### src/rtl/shared_reg_reader_pkg.sv
// -----------------------------------------------------------------------------
// wwr_pkg
//
// Shared definitions for the shared_reg_reader slice: reader count, the
// reset value of the stored word, the one-hot grant encoding used on rd_gnt,
// the default collision counter width and the round-robin pointer type.
//
// Optional feature macro referenced by users of this package:
//   WWR_COLLISION_EN  -- enables the write-collision pulse and counter.
// -----------------------------------------------------------------------------
package wwr_pkg;

    // Number of independent readers served by the arbiter.
    localparam int NRD = 2;

    // Reset value of the shared word; sliced down to the instance width.
    localparam logic [31:0] VALUE_RST = 32'h0000_0000;

    // One-hot grant / request encodings on a 2-reader port.
    localparam logic [NRD-1:0] GNT_NONE = 2'b00;
    localparam logic [NRD-1:0] GNT_RD0  = 2'b01;
    localparam logic [NRD-1:0] GNT_RD1  = 2'b10;
    localparam logic [NRD-1:0] REQ_BOTH = 2'b11;

    // Default width of the saturating collision counter.
    localparam int CNT_W_DEF = 8;

    // Round-robin pointer: names the reader that wins the next contested cycle.
    typedef enum logic {
        PTR_RD0 = 1'b0,
        PTR_RD1 = 1'b1
    } rr_ptr_e;

    // Grant vector handed to the reader the pointer currently favours.
    function automatic logic [NRD-1:0] ptr_to_gnt(input rr_ptr_e ptr);
        if (ptr == PTR_RD0) begin
            return GNT_RD0;
        end
        return GNT_RD1;
    endfunction

endpackage

### src/rtl/shared_reg_reader_if.sv
// -----------------------------------------------------------------------------
// shared_reg_reader_if
//
// Bundles the write sources, the reader req/grant port and the observation
// outputs of shared_reg_reader. clk and rst are kept outside the interface.
//
// Signals:
//   wr1_en / wr1_data   write source 1 (lower priority)
//   wr2_en / wr2_data   write source 2 (higher priority)
//   rd_req              per-reader level request, held until granted
//   rd_gnt              registered one-hot grant, marks valid read data
//   rd_data             registered read data
//   rd_fresh            value changed since the granted reader's last read
//   value               current stored word
//   wr_collision        (WWR_COLLISION_EN) both writers enabled last cycle
//   coll_cnt            (WWR_COLLISION_EN) saturating collision count
//
// Modports:
//   master -- the environment: drives writes and requests.
//   slave  -- the register: drives grants, read data and observation outputs.
//
// Optional feature macro: WWR_COLLISION_EN.
// -----------------------------------------------------------------------------
interface shared_reg_reader_if
    import wwr_pkg::*;
#(
    parameter int W = 1
`ifdef WWR_COLLISION_EN
    , parameter int CNT_W = CNT_W_DEF
`endif
) ();

    logic           wr1_en;
    logic [W-1:0]   wr1_data;
    logic           wr2_en;
    logic [W-1:0]   wr2_data;
    logic [NRD-1:0] rd_req;
    logic [NRD-1:0] rd_gnt;
    logic [W-1:0]   rd_data;
    logic           rd_fresh;
    logic [W-1:0]   value;

`ifdef WWR_COLLISION_EN
    logic             wr_collision;
    logic [CNT_W-1:0] coll_cnt;

    modport master (
        output wr1_en, wr1_data, wr2_en, wr2_data, rd_req,
        input  rd_gnt, rd_data, rd_fresh, value, wr_collision, coll_cnt
    );

    modport slave (
        input  wr1_en, wr1_data, wr2_en, wr2_data, rd_req,
        output rd_gnt, rd_data, rd_fresh, value, wr_collision, coll_cnt
    );
`else
    modport master (
        output wr1_en, wr1_data, wr2_en, wr2_data, rd_req,
        input  rd_gnt, rd_data, rd_fresh, value
    );

    modport slave (
        input  wr1_en, wr1_data, wr2_en, wr2_data, rd_req,
        output rd_gnt, rd_data, rd_fresh, value
    );
`endif

endinterface

### src/rtl/shared_reg_reader_rr_arb2.sv
// -----------------------------------------------------------------------------
// rr_arb2
//
// Two-requester round-robin arbiter with a registered one-hot grant.
// A lone requester always wins. When both request, the reader named by the
// round-robin pointer wins and the pointer flips; uncontested grants leave the
// pointer alone. The grant decided this cycle (gnt_next) is also exported so
// the owner can capture read data and freshness at the same edge the
// registered grant (gnt) rises.
//
// Ports:
//   clk       in   clock
//   rst       in   synchronous active-high reset (pointer -> reader 0)
//   req       in   per-reader request, level
//   gnt_next  out  grant being decided this cycle (combinational)
//   gnt       out  registered grant, visible one cycle after req
// -----------------------------------------------------------------------------
module rr_arb2
    import wwr_pkg::*;
(
    input  logic           clk,
    input  logic           rst,
    input  logic [NRD-1:0] req,
    output logic [NRD-1:0] gnt_next,
    output logic [NRD-1:0] gnt
);

    rr_ptr_e ptr_q;
    rr_ptr_e ptr_next;

    // Pointer state and registered grant; reset suppresses any grant decided
    // in the reset cycle.
    always_ff @(posedge clk) begin
        if (rst) begin
            ptr_q <= PTR_RD0;
            gnt   <= GNT_NONE;
        end else begin
            ptr_q <= ptr_next;
            gnt   <= gnt_next;
        end
    end

    always_comb begin
        gnt_next = GNT_NONE;
        ptr_next = ptr_q;
        case (req)
            GNT_RD0: gnt_next = GNT_RD0;
            GNT_RD1: gnt_next = GNT_RD1;
            REQ_BOTH: begin
                gnt_next = ptr_to_gnt(ptr_q);
                // Only a contested grant hands priority to the other reader.
                if (ptr_q == PTR_RD0) begin
                    ptr_next = PTR_RD1;
                end else begin
                    ptr_next = PTR_RD0;
                end
            end
            default: ;
        endcase
    end

endmodule

### src/rtl/shared_reg_reader.sv
// -----------------------------------------------------------------------------
// shared_reg_reader
//
// Golden read-side model of the multi-writer shared register. One W-bit word
// is written by two sources with fixed priority (rst > wr2 > wr1 > hold) and
// read by two readers through a round-robin req/grant port. Read data, grant
// and a per-reader "fresh" flag are registered and appear one cycle after the
// request. A reader granted from cycle N sees the word as stored before
// cycle N's write.
//
// Ports:
//   clk   in   clock, rising edge
//   rst   in   synchronous active-high reset
//   bus   slave modport of shared_reg_reader_if (writes, reads, value,
//         and with WWR_COLLISION_EN also wr_collision / coll_cnt)
//
// Parameters:
//   W      width of the shared word (1..32)
//   CNT_W  collision counter width (only with WWR_COLLISION_EN)
//
// Optional feature macro: WWR_COLLISION_EN -- adds a registered pulse for
// cycles in which both writers were enabled and a saturating count of them.
// -----------------------------------------------------------------------------
module shared_reg_reader
    import wwr_pkg::*;
#(
    parameter int W = 1
`ifdef WWR_COLLISION_EN
    , parameter int CNT_W = CNT_W_DEF
`endif
) (
    input  logic                 clk,
    input  logic                 rst,
    shared_reg_reader_if.slave   bus
);

`ifdef WWR_COLLISION_EN
    // Saturating increment: the count sticks at all-ones instead of wrapping.
    function automatic logic [CNT_W-1:0] sat_inc(input logic [CNT_W-1:0] cnt);
        if (&cnt) begin
            return cnt;
        end
        return cnt + CNT_W'(1);
    endfunction
`endif

    logic [W-1:0]   value_q;
    logic           wr_any;
    logic [NRD-1:0] seen_q;
    logic [NRD-1:0] gnt_p0;
    logic [NRD-1:0] gnt_p1;
    logic [W-1:0]   rd_data_p1;
    logic           rd_fresh_p1;

    // Either write commits this cycle; value change is not required to
    // invalidate the readers' seen bits.
    assign wr_any = bus.wr1_en | bus.wr2_en;

    // ---- p0: storage with write priority ---------------------------------
    always_ff @(posedge clk) begin
        if (rst) begin
            value_q <= VALUE_RST[W-1:0];
        end else if (bus.wr2_en) begin
            value_q <= bus.wr2_data;
        end else if (bus.wr1_en) begin
            value_q <= bus.wr1_data;
        end
    end

    rr_arb2 u_arb (
        .clk      (clk),
        .rst      (rst),
        .req      (bus.rd_req),
        .gnt_next (gnt_p0),
        .gnt      (gnt_p1)
    );

    // ---- p1: read capture and fresh tracking -----------------------------
    // rd_data samples value_q before this edge's write lands, giving the
    // old-data read-during-write behaviour. A write in the grant cycle clears
    // seen after the grant would have set it, so the write wins.
    always_ff @(posedge clk) begin
        if (rst) begin
            rd_data_p1  <= VALUE_RST[W-1:0];
            rd_fresh_p1 <= 1'b0;
            seen_q      <= '0;
        end else begin
            if (gnt_p0 != GNT_NONE) begin
                rd_data_p1 <= value_q;
            end
            rd_fresh_p1 <= |(gnt_p0 & ~seen_q);
            if (wr_any) begin
                seen_q <= '0;
            end else begin
                seen_q <= seen_q | gnt_p0;
            end
        end
    end

    assign bus.value    = value_q;
    assign bus.rd_gnt   = gnt_p1;
    assign bus.rd_data  = rd_data_p1;
    assign bus.rd_fresh = rd_fresh_p1;

`ifdef WWR_COLLISION_EN
    logic             coll_p0;
    logic             wr_collision_p1;
    logic [CNT_W-1:0] coll_cnt_q;

    assign coll_p0 = bus.wr1_en & bus.wr2_en & ~rst;

    // ---- p1: collision pulse and saturating count ------------------------
    always_ff @(posedge clk) begin
        if (rst) begin
            wr_collision_p1 <= 1'b0;
            coll_cnt_q      <= '0;
        end else begin
            wr_collision_p1 <= coll_p0;
            if (coll_p0) begin
                coll_cnt_q <= sat_inc(coll_cnt_q);
            end
        end
    end

    assign bus.wr_collision = wr_collision_p1;
    assign bus.coll_cnt     = coll_cnt_q;
`endif

endmodule
### src/flat_wrapper.sv
// flat-port wrapper written by rule: the top's interface ports become plain ports
module shared_reg_reader_flat import wwr_pkg::*;
#(
    parameter int W = 1

)
  (clk, rst, bus_wr1_en, bus_wr1_data, bus_wr2_en, bus_wr2_data, bus_rd_req, bus_rd_gnt, bus_rd_data, bus_rd_fresh, bus_value);
  shared_reg_reader_if #(.W(W)) bus_i ();
  input  logic clk;
  input  logic rst;
  input wire logic [$bits(bus_i.wr1_en)-1:0] bus_wr1_en;
  input wire logic [$bits(bus_i.wr1_data)-1:0] bus_wr1_data;
  input wire logic [$bits(bus_i.wr2_en)-1:0] bus_wr2_en;
  input wire logic [$bits(bus_i.wr2_data)-1:0] bus_wr2_data;
  input wire logic [$bits(bus_i.rd_req)-1:0] bus_rd_req;
  output wire logic [$bits(bus_i.rd_gnt)-1:0] bus_rd_gnt;
  output wire logic [$bits(bus_i.rd_data)-1:0] bus_rd_data;
  output wire logic [$bits(bus_i.rd_fresh)-1:0] bus_rd_fresh;
  output wire logic [$bits(bus_i.value)-1:0] bus_value;
  assign bus_i.wr1_en = bus_wr1_en;
  assign bus_i.wr1_data = bus_wr1_data;
  assign bus_i.wr2_en = bus_wr2_en;
  assign bus_i.wr2_data = bus_wr2_data;
  assign bus_i.rd_req = bus_rd_req;
  assign bus_rd_gnt = bus_i.rd_gnt;
  assign bus_rd_data = bus_i.rd_data;
  assign bus_rd_fresh = bus_i.rd_fresh;
  assign bus_value = bus_i.value;
  shared_reg_reader #(.W(W)) u_core (.clk(clk), .rst(rst), .bus(bus_i));
endmodule
### config.mk
export PLATFORM = sky130hd
export DESIGN_NAME = shared_reg_reader_flat
export DESIGN_NICKNAME = d
export VERILOG_FILES = /design/src/rtl/shared_reg_reader_pkg.sv /design/src/rtl/shared_reg_reader_if.sv /design/src/rtl/shared_reg_reader_rr_arb2.sv /design/src/rtl/shared_reg_reader.sv /design/src/flat_wrapper.sv
export SDC_FILE = /design/constraint.sdc
export NUM_CORES = 1
export LEC_CHECK = 0
export ABC_AREA = 1
export BUFFER_PORTS_ARGS = -buffer_cell sky130_fd_sc_hd__buf_2
export CAP_MARGIN = 20
export CORE_AREA = 8 8 45 47
export DETAILED_ROUTE_END_ITERATION = 6
export DIE_AREA = 0 0 53 55
export PLACE_DENSITY_LB_ADDON = 0.12
export SYNTH_ARGS = -nofsm -noshare
export SYNTH_HDL_FRONTEND = slang
export SYNTH_SLANG_ARGS = --single-unit
### constraint.sdc
create_clock -name clk -period 0.9 [get_ports clk]
set_input_delay 0.18 -clock clk [delete_from_list [all_inputs] [get_ports clk]]
set_output_delay 0.18 -clock clk [all_outputs]
set_load 0.05 [all_outputs]
# Yosys cells after proc, flatten, opt, wreduce, memory -nomap -nowiden
# Cells that the tools add are included.
# classes
addsub	0
n_mul	0
div_mod_pow	0
order_cmp	0
n_eq_ne	3
shift	0
mux	7
bitwise	4
n_reduce_logical	4
# op_table
operator	count
$pmux 2 s3	1
$eq 2x2->1 const B	2
$mux 1	4
$mux 2	2
$reduce_bool 2->1	2
$reduce_or 2->1	2
$and 2x2->2	1
$eq 2x1->1 const B	1
$not 2->2	1
$or 2x2->2	1
$or 1x1->1	1
# totals
regBits	8
latchBits	0
ramBits	0
mem_bits_ro	0
output_inout_bits	5
n_memories	0

# Depth between registers and ports, before layout
# depth
depth_word	6
mapped_depth	4

# Hierarchy
# Synthesis repeated with hierarchy kept, for this count alone.
# unflattened
hier_cells	44
area_unflattened_um2	320.3
# modules_own_cells
module	n_inst	cells_per_inst	area_each_um2
shared_reg_reader	1	28	195.2
rr_arb2	1	16	125.1

# Worst setup path before layout
# OpenSTA, ideal clock, no wires.
# synth_path
path_type	register -> register
start	reg, netlist name u_core.bus.rd_data
end	reg u_core.rd_data_p1, in the netlist u_core.bus.rd_data
arrival_time_ps	853
path_slack_ps	-18
stages_incl_launch_ff	5
path_buffers	0
synth_period_minus_slack_ps	918
path_cell_list	dfxtp_1 -> inv_1 -> nand2_1 -> nand2_1 -> nor2_1
# synth_lines
item	line	source
to (signal assigned)	shared_reg_reader.sv:84	rd_data_p1 <= VALUE_RST[W-1:0];
to (signal assigned)	shared_reg_reader.sv:89	rd_data_p1 <= value_q;
to (decl)	shared_reg_reader.sv:52	logic [W-1:0] rd_data_p1;

# Worst setup path in the final report
# layout_path
start	reg u_core.value_q, in the netlist u_core.bus.value
end	out bus_value
# layout_lines
item	line	source
from (decl)	shared_reg_reader.sv:47	logic [W-1:0] value_q;
from (signal assigned)	shared_reg_reader.sv:62	value_q <= VALUE_RST[W-1:0];
from (signal assigned)	shared_reg_reader.sv:64	value_q <= bus.wr2_data;
from (signal assigned)	shared_reg_reader.sv:66	value_q <= bus.wr1_data;
to (decl)	flat_wrapper.sv:19	output wire logic [$bits(bus_i.value)-1:0] bus_value;
# No word-level cell between the ends.

==> metrics.yaml <==
grt_pass1_wl_um: 1210
path_buf_inv: 1
synthSimpleGateAreaFrac_pct: 33.9
cts_sinks: 8
drt_iter0_markers: 4
ys_ff_latch: 8
drive_gt1_share_pct: 40.7
layout.nets: 69
io_buffer_count: 12
h-tree-depth: 1
grt_pass1_vias: 306
critPathMaxStageDelay_ns: 0.34
cpMaxStageDelayCell: "dfxtp_2"
vdd_drop_max_uv: 888
synth_area_per_cell_um2: 7.22
netlist.top_cell.by_area: "dfxtp_1"
crit_path_max_fanout: 2
instances_no_fill: 75
cts_tree: "built"
core_mm2: 0.00138
netlist_area_um2: 310
synth_edf_count: 0
crit_type: "reg -> out"
fin_util_pct: 34.4
vias: 306
rsz0062_at_grt: "yes"
grt_util_all_layers_pct: 5.91
ios: 13
relSlewSlack_pct: 91.2
synth_seq_area_share_pct: 51.6
min_period_ns: 0.914
ant_nets: 0
yosysMostFrequentCell: "nand2_1"
clockBufferDepth: 2
synth_top_family_by_area: "simple AND/OR/NAND/NOR gates"
worst_pin_slew_ns: 0.131
dp_cells: 71
setup_viol: 2
grt_max_degree: 8
power.density_mw_per_mm2: 1770
grt-ovfl-total: 0
hp-class: "in -> reg"
finalInstanceArea_um2: 477
failed_checks: "setup timing"
place_ws_ns: 0.128
crit_chain: "buf_8"
hold_viol: 0
initial_core_util_pct: 22.4
root_buffer: "clkbuf_4"
clock_latency_ns: 0.25
yosys-mux-area-fraction_pct: 0
max_freq_ghz: 1.09
die_h_um: 55
synth_fa_ha_area_share_pct: 0
crit_path_end_kind: "primary output"
drv_slew: 0
wl_per_cell_um: 9.52
die_width_um: 53
ys.flop_type: "dfxtp_1"
n_fill_cell: 150
drc_errors: 0
crit_family: "flip-flops"
die_area_mm2: 0.00292
synth_warnings: 0
required_ns: 0.72
yosys-top-cells-count: "13 x nand2_1, 8 x dfxtp_1, 6 x inv_1, 6 x nor2_1, 3 x nand3_1"
antenna_found_initial: 0
outcome: "complete, but fails checks"
multiInputGateArea_um2: 124
period_share_pct: 102
place_area_um2: 392
synth-async-reset-ratio_pct: 0
cts-buffers-inserted: 3
skew_ns: 0.00155
max_cap_viol_count: 0
totalPowerFinal_mw: 0.843
postRouteWirelength_um: 714
viasPerCell: 4.08
cp-start-kind: "flop"
setup_slack_ns: -0.0137
synth_compound_area_share_pct: 6.05
power_leakage_nw: 0.233
hpwl_um: 568
area_growth_pct: 53.6
dr.pass1.iters: 3
seqCellArea_um2: 166
yosys.area.top_type_share_pct: 51.6
synthesis.nets: 51
synth.top_cells.by_area: "dfxtp_1 52%, nand2_1 16%, inv_1 7.3%, nor2_1 7.3%, nand3_1 4.8%"
gp_congestion: 0.616
num_antenna_cells: 0
synth_cells: 43
path_clk_slew_ns: 0.05
cp_data_arrival_time_ns: 0.73
ys_types: 10
rows: 14
synthXorXnorAreaFrac_pct: 0
registers in the layout, summed over array words and instances, names as in the netlist:
register / flops
u_core.u_arb.gnt: 2
u_core.seen_q: 2
u_core.bus.rd_fresh: 1
u_core.bus.value: 1
u_core.bus.rd_data: 1
u_core.u_arb.ptr_q: 1
through the flow:
step,setup TNS (ns),hold slack [ns]
after floorplan,0,0.252
after global placement,0,0.389
after detailed placement,0,0.387
after CTS,-0.0613,0.111
after global routing,-0.166,0.110
final,-0.0241,0.118
report_power, final:
part           switching, mW  total, mW  internal [mW]  leakage, nW
clock network          0.113      0.265          0.152       0.0138
logic                  0.107      0.183         0.0759        0.152
registers             0.0145      0.394          0.380       0.0675
total                  0.235      0.843          0.608        0.233
cells in the final DEF (no fill, tap or decap):
cell type and n:
buf_8 5, nand3_1 3, inv_2 1, dfxtp_1 3
nand2_1 13, nor2_1 6, nand4_1 2, inv_1 6
buf_4 1, buf_2 7, nor2_2 1, dfxtp_2 5
a21oi_2 1, a21oi_1 2, clkbuf_4 3
timing repair:
action	4_1_cts	5_1_grt
pin swaps	0	0
cloned	0	0
setup buffers	1	0
hold buffers	0	0
setup endpoints to repair	5	5
resized for setup	19	0
kinds of logic after synthesis:
kind of cell | Yosys count
and+or+nand+nor | 25
DFF | 8
buffers and inverters | 7
AOI/OAI and AO/OA | 3
final timing paths:
| check | startpoint | endpoint | slack, ns | cells after the start |
|---|---|---|---|---|
| max reg2reg | u_core.u_arb.ptr_q | u_core.seen_q[1] | 0.15 | 4 |
| max | u_core.bus.value | bus_value | -0.01 | 1 |
| min | rst | u_core.u_arb.gnt[0] | 0.12 | 2 |
| min reg2reg | u_core.seen_q[0] | u_core.seen_q[0] | 0.47 | 2 |
final cells by class:
cell class,count,share of cell area [%]
flip-flops and latches,8,34.9
inverters,7,5.51
repair buffers,13,24.7
multi-input cells,28,26.0
clock buffers,3,4.72
well taps,16,4.20
routing by layer:
layer | vias to the layer above | track usage [%] | wire length, µm | share of wire [%]
met5 | - | 0 | 0 | 0
met2 | 8 | 9.18 | 372 | 52
met3 | 0 | 5.35 | 83 | 12
met1 | 132 | 5.34 | 258 | 36
li1 | 166 | - | - | -
met4 | 0 | 2.59 | 0 | 0
(Power assumes the default switching activity.)
